===== config.mk =====
export PLATFORM = sky130hd
export DESIGN_NAME = line_burst_adaptor
export DESIGN_NICKNAME = d
export VERILOG_FILES = /design/src/rtl/burst_pkg.sv /design/src/rtl/line_beat_buffer.sv /design/src/rtl/line_burst_adaptor.sv
export SDC_FILE = /design/constraint.sdc
export NUM_CORES = 1
export LEC_CHECK = 0
export ABC_AREA = 1
export ABC_CLOCK_PERIOD_IN_PS = 15050
export BUFFER_PORTS_ARGS = -buffer_cell sky130_fd_sc_hd__buf_2
export CAP_MARGIN = 40
export CORE_AREA = 2 2 281 283
export CTS_CLUSTER_SIZE = 24
export DETAILED_ROUTE_END_ITERATION = 12
export DIE_AREA = 0 0 283 285
export PLACE_DENSITY = 0.43
export RECOVER_POWER = 100
export SYNTH_ARGS = -nofsm -noshare
export SYNTH_HDL_FRONTEND = slang
export SYNTH_SLANG_ARGS = --single-unit

===== constraint.sdc =====
create_clock -name clk -period 15.05 [get_ports clk]
set_input_delay 1.505 -clock clk [delete_from_list [all_inputs] [get_ports clk]]
set_output_delay 1.505 -clock clk [all_outputs]
set_load 0.005 [all_outputs]

===== src/rtl/burst_pkg.sv =====
// Shared constants, state encoding and address helper for the line-to-burst adaptor.
package burst_pkg;
  localparam int LINE_W      = 256;
  localparam int BURST_W     = 64;
  localparam int BEATS       = LINE_W / BURST_W;
  localparam int ADDR_W      = 32;
  localparam int OFFSET_BITS = 5;
  localparam int CNT_W       = $clog2(BEATS);

  typedef enum logic [1:0] {
    IDLE  = 2'd0,
    READ  = 2'd1,
    WRITE = 2'd2,
    DONE  = 2'd3
  } state_t;

  // Clear the byte-offset bits so every burst starts on a line boundary.
  function automatic logic [ADDR_W-1:0] line_align(input logic [ADDR_W-1:0] addr);
    return addr & ~{{(ADDR_W-OFFSET_BITS){1'b0}}, {OFFSET_BITS{1'b1}}};
  endfunction
endpackage


===== src/rtl/line_beat_buffer.sv =====
// One cache line of storage: whole-line load for writes, per-beat fill for reads,
// and a beat-select mux for serialising write data.
module line_beat_buffer
  import burst_pkg::*;
(
  input  logic               clk,
  input  logic               rst,
  input  logic               load,
  input  logic [LINE_W-1:0]  load_data,
  input  logic               beat_we,
  input  logic [CNT_W-1:0]   beat_idx,
  input  logic [BURST_W-1:0] beat_data,
  input  logic [CNT_W-1:0]   rd_idx,
  output logic [BURST_W-1:0] rd_beat,
  output logic [LINE_W-1:0]  line
);

  logic [LINE_W-1:0] data;

  always_ff @(posedge clk or posedge rst) begin
    if (rst) begin
      data <= '0;
    end else if (load) begin
      data <= load_data;
    end else if (beat_we) begin
      data[int'(beat_idx)*BURST_W +: BURST_W] <= beat_data;
    end
  end

  assign rd_beat = data[int'(rd_idx)*BURST_W +: BURST_W];
  assign line    = data;

endmodule


===== src/rtl/line_burst_adaptor.sv =====
// Bridges a single-transfer 256-bit line port to a 4-beat 64-bit memory burst port.
// Holds the request FSM, beat counter and line-aligned address register.
module line_burst_adaptor
  import burst_pkg::*;
(
  input  logic               clk,
  input  logic               rst,
  input  logic               line_read,
  input  logic               line_write,
  input  logic [ADDR_W-1:0]  line_address,
  input  logic [LINE_W-1:0]  line_wdata,
  output logic [LINE_W-1:0]  line_rdata,
  output logic               line_resp,
  output logic               burst_read_o,
  output logic               burst_write_o,
  output logic [ADDR_W-1:0]  burst_addr_o,
  output logic [BURST_W-1:0] burst_wdata_o,
  input  logic [BURST_W-1:0] burst_rdata_i,
  input  logic               burst_resp_i
);

  localparam logic [CNT_W-1:0] LAST_BEAT = CNT_W'(BEATS - 1);

  state_t            state;
  logic [CNT_W-1:0]  cnt;
  logic [ADDR_W-1:0] addr;
  logic              buf_load;
  logic              buf_beat_we;

  always_ff @(posedge clk or posedge rst) begin
    if (rst) begin
      state         <= IDLE;
      cnt           <= '0;
      addr          <= '0;
      line_resp     <= 1'b0;
      burst_read_o  <= 1'b0;
      burst_write_o <= 1'b0;
    end else begin
      case (state)
        IDLE: begin
          line_resp <= 1'b0;
          // A write takes priority when both requests arrive together.
          if (line_write) begin
            addr          <= line_align(line_address);
            cnt           <= '0;
            burst_write_o <= 1'b1;
            state         <= WRITE;
          end else if (line_read) begin
            addr         <= line_align(line_address);
            cnt          <= '0;
            burst_read_o <= 1'b1;
            state        <= READ;
          end
        end
        READ: begin
          if (burst_resp_i) begin
            cnt <= cnt + 1'b1;
            if (cnt == LAST_BEAT) begin
              burst_read_o <= 1'b0;
              line_resp    <= 1'b1;
              state        <= DONE;
            end
          end
        end
        WRITE: begin
          if (burst_resp_i) begin
            cnt <= cnt + 1'b1;
            if (cnt == LAST_BEAT) begin
              burst_write_o <= 1'b0;
              line_resp     <= 1'b1;
              state         <= DONE;
            end
          end
        end
        DONE: begin
          line_resp <= 1'b0;
          state     <= IDLE;
        end
        default: begin
          state <= IDLE;
        end
      endcase
    end
  end

  assign buf_load    = (state == IDLE) && line_write;
  assign buf_beat_we = (state == READ) && burst_resp_i;

  line_beat_buffer u_buf (
    .clk       (clk),
    .rst       (rst),
    .load      (buf_load),
    .load_data (line_wdata),
    .beat_we   (buf_beat_we),
    .beat_idx  (cnt),
    .beat_data (burst_rdata_i),
    .rd_idx    (cnt),
    .rd_beat   (burst_wdata_o),
    .line      (line_rdata)
  );

  assign burst_addr_o = addr;

endmodule


==> metrics.txt, run 1 <==
floorplan die area 80700 um2; endpoint class of the critical path register; standard cell with the maximum stage delay on the critical path clkbuf_1; Bufs on Longest Clock Path 3; CP Max Fanout 61; number of ports placed on the die boundary 712; wire length of the first global-routing pass 134 mm; width of the chip 283 um; gate count after technology mapping 2573; wire per inst 21.7 um; setup TNS 0 ps; post-CTS sizing 0; FF+latch area 7260 um2; Post-synth ARST share 100%; worst r2r path cells 9; Placement Rows 103; Root Driver clkbuf_16; Hold Path Stages 2; setup-violating endpoint count in the final report 0; maximum clock frequency 107 MHz; max-slew violation total from the final report 540; cts bufs inserted 40; cell types with the highest counts after synthesis 782 x nand2_1, 455 x nor2_1, 407 x nand3_1, 290 x dfrtp_1, 182 x inv_1; Final Hold Vio Count 0; hold endpoint burst_read_o; starting density of the core 21.9%; Area Growth Syn to Fin 31.8%; number of antenna violations at the first check in global routing 28; Arr. time, crit path 9810 ps; crit-path leading delay family buffers and inverters; reg2reg setup slack 5740 ps; unrepaired setup endpoints after global routing no; clock period minus final worst setup slack 9310 ps; flip-flop cell with the highest count after synthesis dfrtp_1; static power due to leakage 11.6 nW; longest individual stage delay on the worst path 2010 ps; cell occurring most often along the worst timing path clkbuf_1; clock net sink count 290; endpoint of the worst register-to-register path u_buf.line[166]; overall routed net length 92.5 mm; post-route clock skew 21.1 ps; placer's final routability congestion estimate 0.850; origin of the critical flop-to-flop path cnt[0]; Synth area leader dfrtp_1; fraction of synthesized cell area taken by the top area cell type 42.6%; yosys warns 0; CTS clk-pin slew, worst paths 60 ps; Area contributors post-synth dfrtp_1 43%, nand2_1 17%, nand3_1 12%; via count normalized by instance count 4.55; P_sw 2.40 mW; Critical Setup Path Class reg2reg; number of buffer and inverter instances along the worst setup path 4; Antenna Nets Post-Route 0; number of synthesized flops with an enable pin 0; remaining routing DRC violations 0; number of synthesized register bits 290; 1st-iter DRT viols 1297; met1 usage 28.7%; violated checks max-capacitance violations, max-slew violations; global route hottest layer met2; area of the core 78000 um2; via total after detailed routing 19400; area occupied by multi-input gates 8140 um2; share of power burned in combinational logic 48.8%; fraction of final layout cells with drive strength greater than 1 18.6%; most frequent cell after synthesis nand2_1; met2 Resource Use GR 37.4%; post-synthesis average cell area 6.63 um2; met3 Usage GRT 4.14%; endpoint required time on the critical path 15550 ps; count of different cell masters after synthesis 24; Worst Max-Slew Pin Slew 6410 ps; largest net degree at the start of global routing 125; count of buffers from port buffering 701; combined area of all synthesized cells 17000 um2; crit start category register; worst hold start burst_read_o; highest ir drop seen on vdd 0.0837 mV; HP Class reg2reg; switching power share of the total 48.0%; max-cap check violation count 13; register area share after synthesis 42.6%; Slew Limit Headroom -327%; hold bufs inserted after CTS 0; post-layout net count 3528; internal power contribution 2.60 mW; Clock H-tree levels 2; aggregate global routing overflow 0; overall power after layout 5.00 mW; sequential share of power 30.9%; share of the clock period used by the worst path 61.9%; cell chain of the critical path clkinvlp_2 > clkbuf_1 > clkbuf_1 > ha_1 > nand2_1 > nor2_1 > clkbuf_1 > nand3_1 > nand2_1; detailed-routing iteration count for the pre-antenna-repair pass 7; status complete, but fails checks; aggregate global-route resource usage 22.1%; share of total power in the clock network 20.2%; via count of the first global-routing pass 19100; clock latency of the later-clocked register in the worst-skew pair 570 ps; die extent in y 285 um; power density normalized to cell area 223 nW/um2; Setup Buffers After CTS 0; Layout fillers 8964; post-DP HPWL 61.6 mm; clock tree from TritonCTS built
## stage by stage
stage	utilization [%]	area [um2]	worst slack [ps]	hold slack, ps	cells
CTS	29.3	22900	10110	476	4243
detailed placement	27.6	21500	10130	461	4171
global placement	27.3	21300	10010	454	4161
global route	28.8	22500	5110	509	4258
floorplan	-	17100	5540	464	2577
finish	28.8	22500	5740	474	4260
## worst max-delay path by stage
stage               startpoint  slack [ps]               end  cells after the start
finish                  cnt[0]        5740   u_buf.line[166]                      9
CTS                     cnt[1]       10110  burst_wdata_o[5]                      5
detailed placement      cnt[1]       10130     u_buf.line[4]                      9
global route            cnt[0]        5110   u_buf.line[161]                      9
floorplan                  rst        5540  burst_addr_o[10]                      1
global placement        cnt[0]       10010   u_buf.line[166]                      9
## cell families after synthesis
| logic type | Yosys count | share of synthesized area, % |
|---|---|---|
| and+or+nand+nor | 1656 | 39.7 |
| buffers and inverters | 394 | 10.1 |
| DFF | 290 | 42.6 |
| AOI/OAI and AO/OA | 224 | 7.05 |
| adders and majority gates | 8 | 0.587 |
| other | 1 | 0.0220 |
## cells in the final DEF (no fill, tap or decap), drive strengths merged, types with 17 or more instances in the layout
master	instances
diode	17
buf	501
nand3	408
nor2	459
clkbuf	297
o22ai	64
dfrtp	290
clkinv	23
o21ai	159
inv	184
nand2	786
## power groups by stage
stage	Sequential, mW	Combinational [mW]	Clock, mW
after floorplan	1.44	1.38	0
after global placement	1.55	2.53	0
after detailed placement	1.55	2.57	0
after CTS	1.54	2.58	1.04
after global routing	1.59	2.75	1.07
final	1.55	2.44	1.01
## routing by layer
metal	share of wire (%)	up-vias	routed length [um]
met4	2.2	20	2010
met2	49	638	44900
li1	-	9323	-
met3	5.6	120	5210
met5	0.14	-	126
met1	44	9291	40300
## tightest hold or removal path, stage by stage (launching register included)
cell and delay, ps:
dfrtp_1 340, nand2_1 50, nand2_1 50
## sequential cells by signal, summed over array words and instances (netlist names)
register and flops:
burst_addr_o 27, burst_read_o 1, burst_write_o 1, cnt 2, line_resp 1, state 2, u_buf.line 256
## final cells by class
cell class              instances  share of cell area [%]
multi-input cells            1893                    36.2
flip-flops and latches        290                    32.3
repair buffers                737                    15.8
well taps                    1050                    5.85
clock buffers                  61                    5.48
inverters                     201                    3.44
clock inverters                11                   0.641
diodes                         17                   0.189
No activity file was read; power rests on OpenSTA's default activity.
==> inputs of run 2 (changes only) <==
- ABC_AREA: 1 -> 0
- ABC_CLOCK_PERIOD_IN_PS: 15050 -> 8700
- CORE_AREA: 2 2 281 283 -> 2 2 273 275
- DIE_AREA: 0 0 283 285 -> 0 0 275 277
- PLACE_DENSITY: 0.43 -> 0.41
- clock period: 15.05 -> 8.7 ns (I/O delays scaled with it)
==> run 2 against run 1 <==
Against the previous run:
- the flow still finishes with violations (max-capacitance violations, max-slew violations)
- clock power rose by 52%
- count of clock-buffer cells in the layout fell by 2
- register-to-register slack got worse by 3000 ps
- core utilization fell by 2.1 points
- maximum frequency rose by 56%
- first-iteration DRC count fell by 17%
- final cell count fell by 35%
- critical path type unchanged
- critical endpoint is now u_buf.line[84]
- largest cell class is now sequential cells
==> metrics.txt, run 2 <==
CTS clk-pin slew, worst paths 60 ps (about the same); aggregate global routing overflow 0 (unchanged); highest ir drop seen on vdd 0.142 mV (+70%); flip-flop cell with the highest count after synthesis dfrtp_1; via total after detailed routing 14000 (-28%); Critical Setup Path Class reg2reg; fraction of synthesized cell area taken by the top area cell type 50.7% (+8.1 points); placer's final routability congestion estimate 0.860 (+1.2%); endpoint required time on the critical path 9170 ps (-6380 ps); fraction of final layout cells with drive strength greater than 1 37.0% (+18 points); Arr. time, crit path 6430 ps (-3380 ps); via count of the first global-routing pass 14400 (-24%); power density normalized to cell area 396 nW/um2 (+78%); combined area of all synthesized cells 14300 um2 (-16%); Layout fillers 7933 (-12%); setup TNS 0 ps (unchanged); Final Hold Vio Count 0 (unchanged); count of buffers from port buffering 701 (unchanged); max-cap check violation count 8 (-5); HP Class in2async; clock net sink count 290 (unchanged); status complete, but fails checks; yosys warns 0 (unchanged); post-synthesis average cell area 12.4 um2 (+87%); remaining routing DRC violations 0 (unchanged); reg2reg setup slack 2740 ps (-2990 ps); fin util 26.8% (-2.1 points); post-layout net count 2150 (-39%); Worst Max-Slew Pin Slew 3950 ps (-2460 ps); post-CTS sizing 0 (unchanged); Root Driver clkbuf_16; clock period minus final worst setup slack 5960 ps (-3360 ps); clock latency of the later-clocked register in the worst-skew pair 550 ps (-20 ps); Post-synth ARST share 100% (unchanged); setup-violating endpoint count in the final report 0 (unchanged); floorplan die area 76200 um2 (-5.6%); Antenna Nets Post-Route 0 (unchanged); cts bufs inserted 38 (-5.0%); most frequent cell after synthesis dfrtp_1; Clock H-tree levels 2 (unchanged); Placement Rows 100 (-2.9%); share of the clock period used by the worst path 68.5% (+6.6 points); aggregate global-route resource usage 18.6% (-3.5 points); most frequent standard cell in the layout excluding fill and tap cells buf_2; area of the core 73600 um2 (-5.6%); Slew Limit Headroom -163% (+160 points); Synth area leader dfrtp_1; die extent in y 277 um (-2.8%); crit start category register; number of ports placed on the die boundary 712 (unchanged); width of the chip 275 um (-2.8%); overall routed net length 74.5 mm (-19%); CP Max Fanout 38 (-38%); hold bufs inserted after CTS 0 (unchanged); worst r2r path cells 7 (-2); number of antenna violations at the first check in global routing 9 (-68%); Area Growth Syn to Fin 37.4%; static power due to leakage 9.32 nW (-19%); Setup Buffers After CTS 0 (unchanged); endpoint of the worst register-to-register path u_buf.line[84]; 1st-iter DRT viols 1075 (-17%); starting density of the core 19.5% (-2.4 points); Bufs on Longest Clock Path 3 (unchanged); endpoint class of the critical path register; wire length of the first global-routing pass 106 mm (-21%); number of synthesized register bits 290 (unchanged); maximum clock frequency 168 MHz (+56%); wire per inst 26.8 um (+23%); violated checks max-capacitance violations, max-slew violations; max-slew violation total from the final report 513 (-5.0%); Area contributors post-synth dfrtp_1 51%, a221o_1 13%, mux4_2 10%; max reg flops 256 (unchanged); Final Worst Setup Slack 2740 ps (-2990 ps); largest net degree at the start of global routing 145 (+16%); post-route clock skew 19.7 ps (-1.35 ps); register area share after synthesis 50.7% (+8.1 points); origin of the critical flop-to-flop path cnt[0]; Worst Setup SP cnt[0]; via count normalized by instance count 5.05 (+11%); detailed-routing iteration count for the pre-antenna-repair pass 5 (-2); Setup Slack @ Placement 5030 ps (-5100 ps); cell types with the highest counts after synthesis 290 x dfrtp_1, 194 x and3_1, 192 x a221o_1, 85 x clkbuf_1; post-DP HPWL 50.0 mm (-19%); count of different cell masters after synthesis 38 (+58%); number of synthesized flops with an enable pin 0 (unchanged); commonest cells after routing, fill and taps aside 490 x buf_2, 289 x dfrtp_1, 220 x clkbuf_1; clock tree from TritonCTS built; unrepaired setup endpoints after global routing no; gate count after technology mapping 1156 (-55%)
run 2: changes by cell type in the layout (fill, tap and decap cells not counted), sizes merged, moves of 65 or more:
cell,before,now
o21ai,159,3
and3,0,194
nand2,786,2
nor2,459,65
a32oi,0,65
nand3,408,3
inv,184,7
a221o,0,192
run 2: logic make-up (layout without fill, tap and decap cells):
| kind of cell | count (synthesis) | count (layout) | share of synthesized area (%) |
|---|---|---|---|
| AOI/OAI and AO/OA | 333 | 333 | 20.3 |
| DFF | 290 | 290 | 50.7 |
| and+or+nand+nor | 281 | 281 | 11.3 |
| buffers and inverters | 151 | 796 | 4.76 |
| muxes | 92 | 92 | 12.3 |
| adders and majority gates | 8 | 8 | 0.699 |
| other | 1 | 11 | 0.0262 |
run 2: area by class of cell:
class	instances	area, um2	area share, %
repair buffers	728	3520	17.9
diodes	6	15.0	0.0763
flip-flops and latches	290	7260	36.9
inverters	8	31.3	0.159
multi-input cells	719	6450	32.8
clock inverters	1	7.51	0.0381
clock buffers	59	1180	6.01
well taps	969	1210	6.16
run 2: critical path, stage by stage (launching register included):
cell      delay, ps
dfrtp_1        1980
buf_4           840
ha_1            350
nand4_1         170
nor3_4          130
clkbuf_1       1780
buf_12          330
a221o_1         210
run 2: per-layer routing:
layer  vias to the layer above  global-route usage [%]  share of wire, %
li1                       5946                       -                 -
met1                      7257                    24.4                41
met2                       727                    30.7                49
met3                       107                    4.21               8.1
met4                         8                    4.96               2.4
met5                         -                       0             0.058
run 2: where the power goes:
group          internal (mW)  switching, mW  total, mW
sequential              2.00          0.637       2.63
combinational           1.69           1.93       3.62
clock                  0.924          0.618       1.54
run 2: worst max-delay path by stage:
stage                                    to  slack [ps]  cells past startpoint
final                        u_buf.line[84]        2740                      7
after global routing                 cnt[1]        2560                      7
after CTS                 burst_wdata_o[59]        4720                      3
after detailed placement    u_buf.line[157]        5030                      6
after global placement      u_buf.line[157]        4710                      5
after floorplan            burst_addr_o[10]        3980                      1
run 2: metrics by stage:
| stage | instance area [um2] | instances | power, mW | hold WS [ps] |
|---|---|---|---|---|
| after CTS | 20000 | 2774 | 8.02 | 244 |
| final | 19700 | 2780 | 7.79 | 320 |
| after detailed placement | 18800 | 2714 | 6.42 | 487 |
| after global placement | 18700 | 2709 | 6.34 | 484 |
| after floorplan | 14300 | 1160 | 4.44 | 491 |
| after global routing | 19700 | 2777 | 8.28 | 341 |
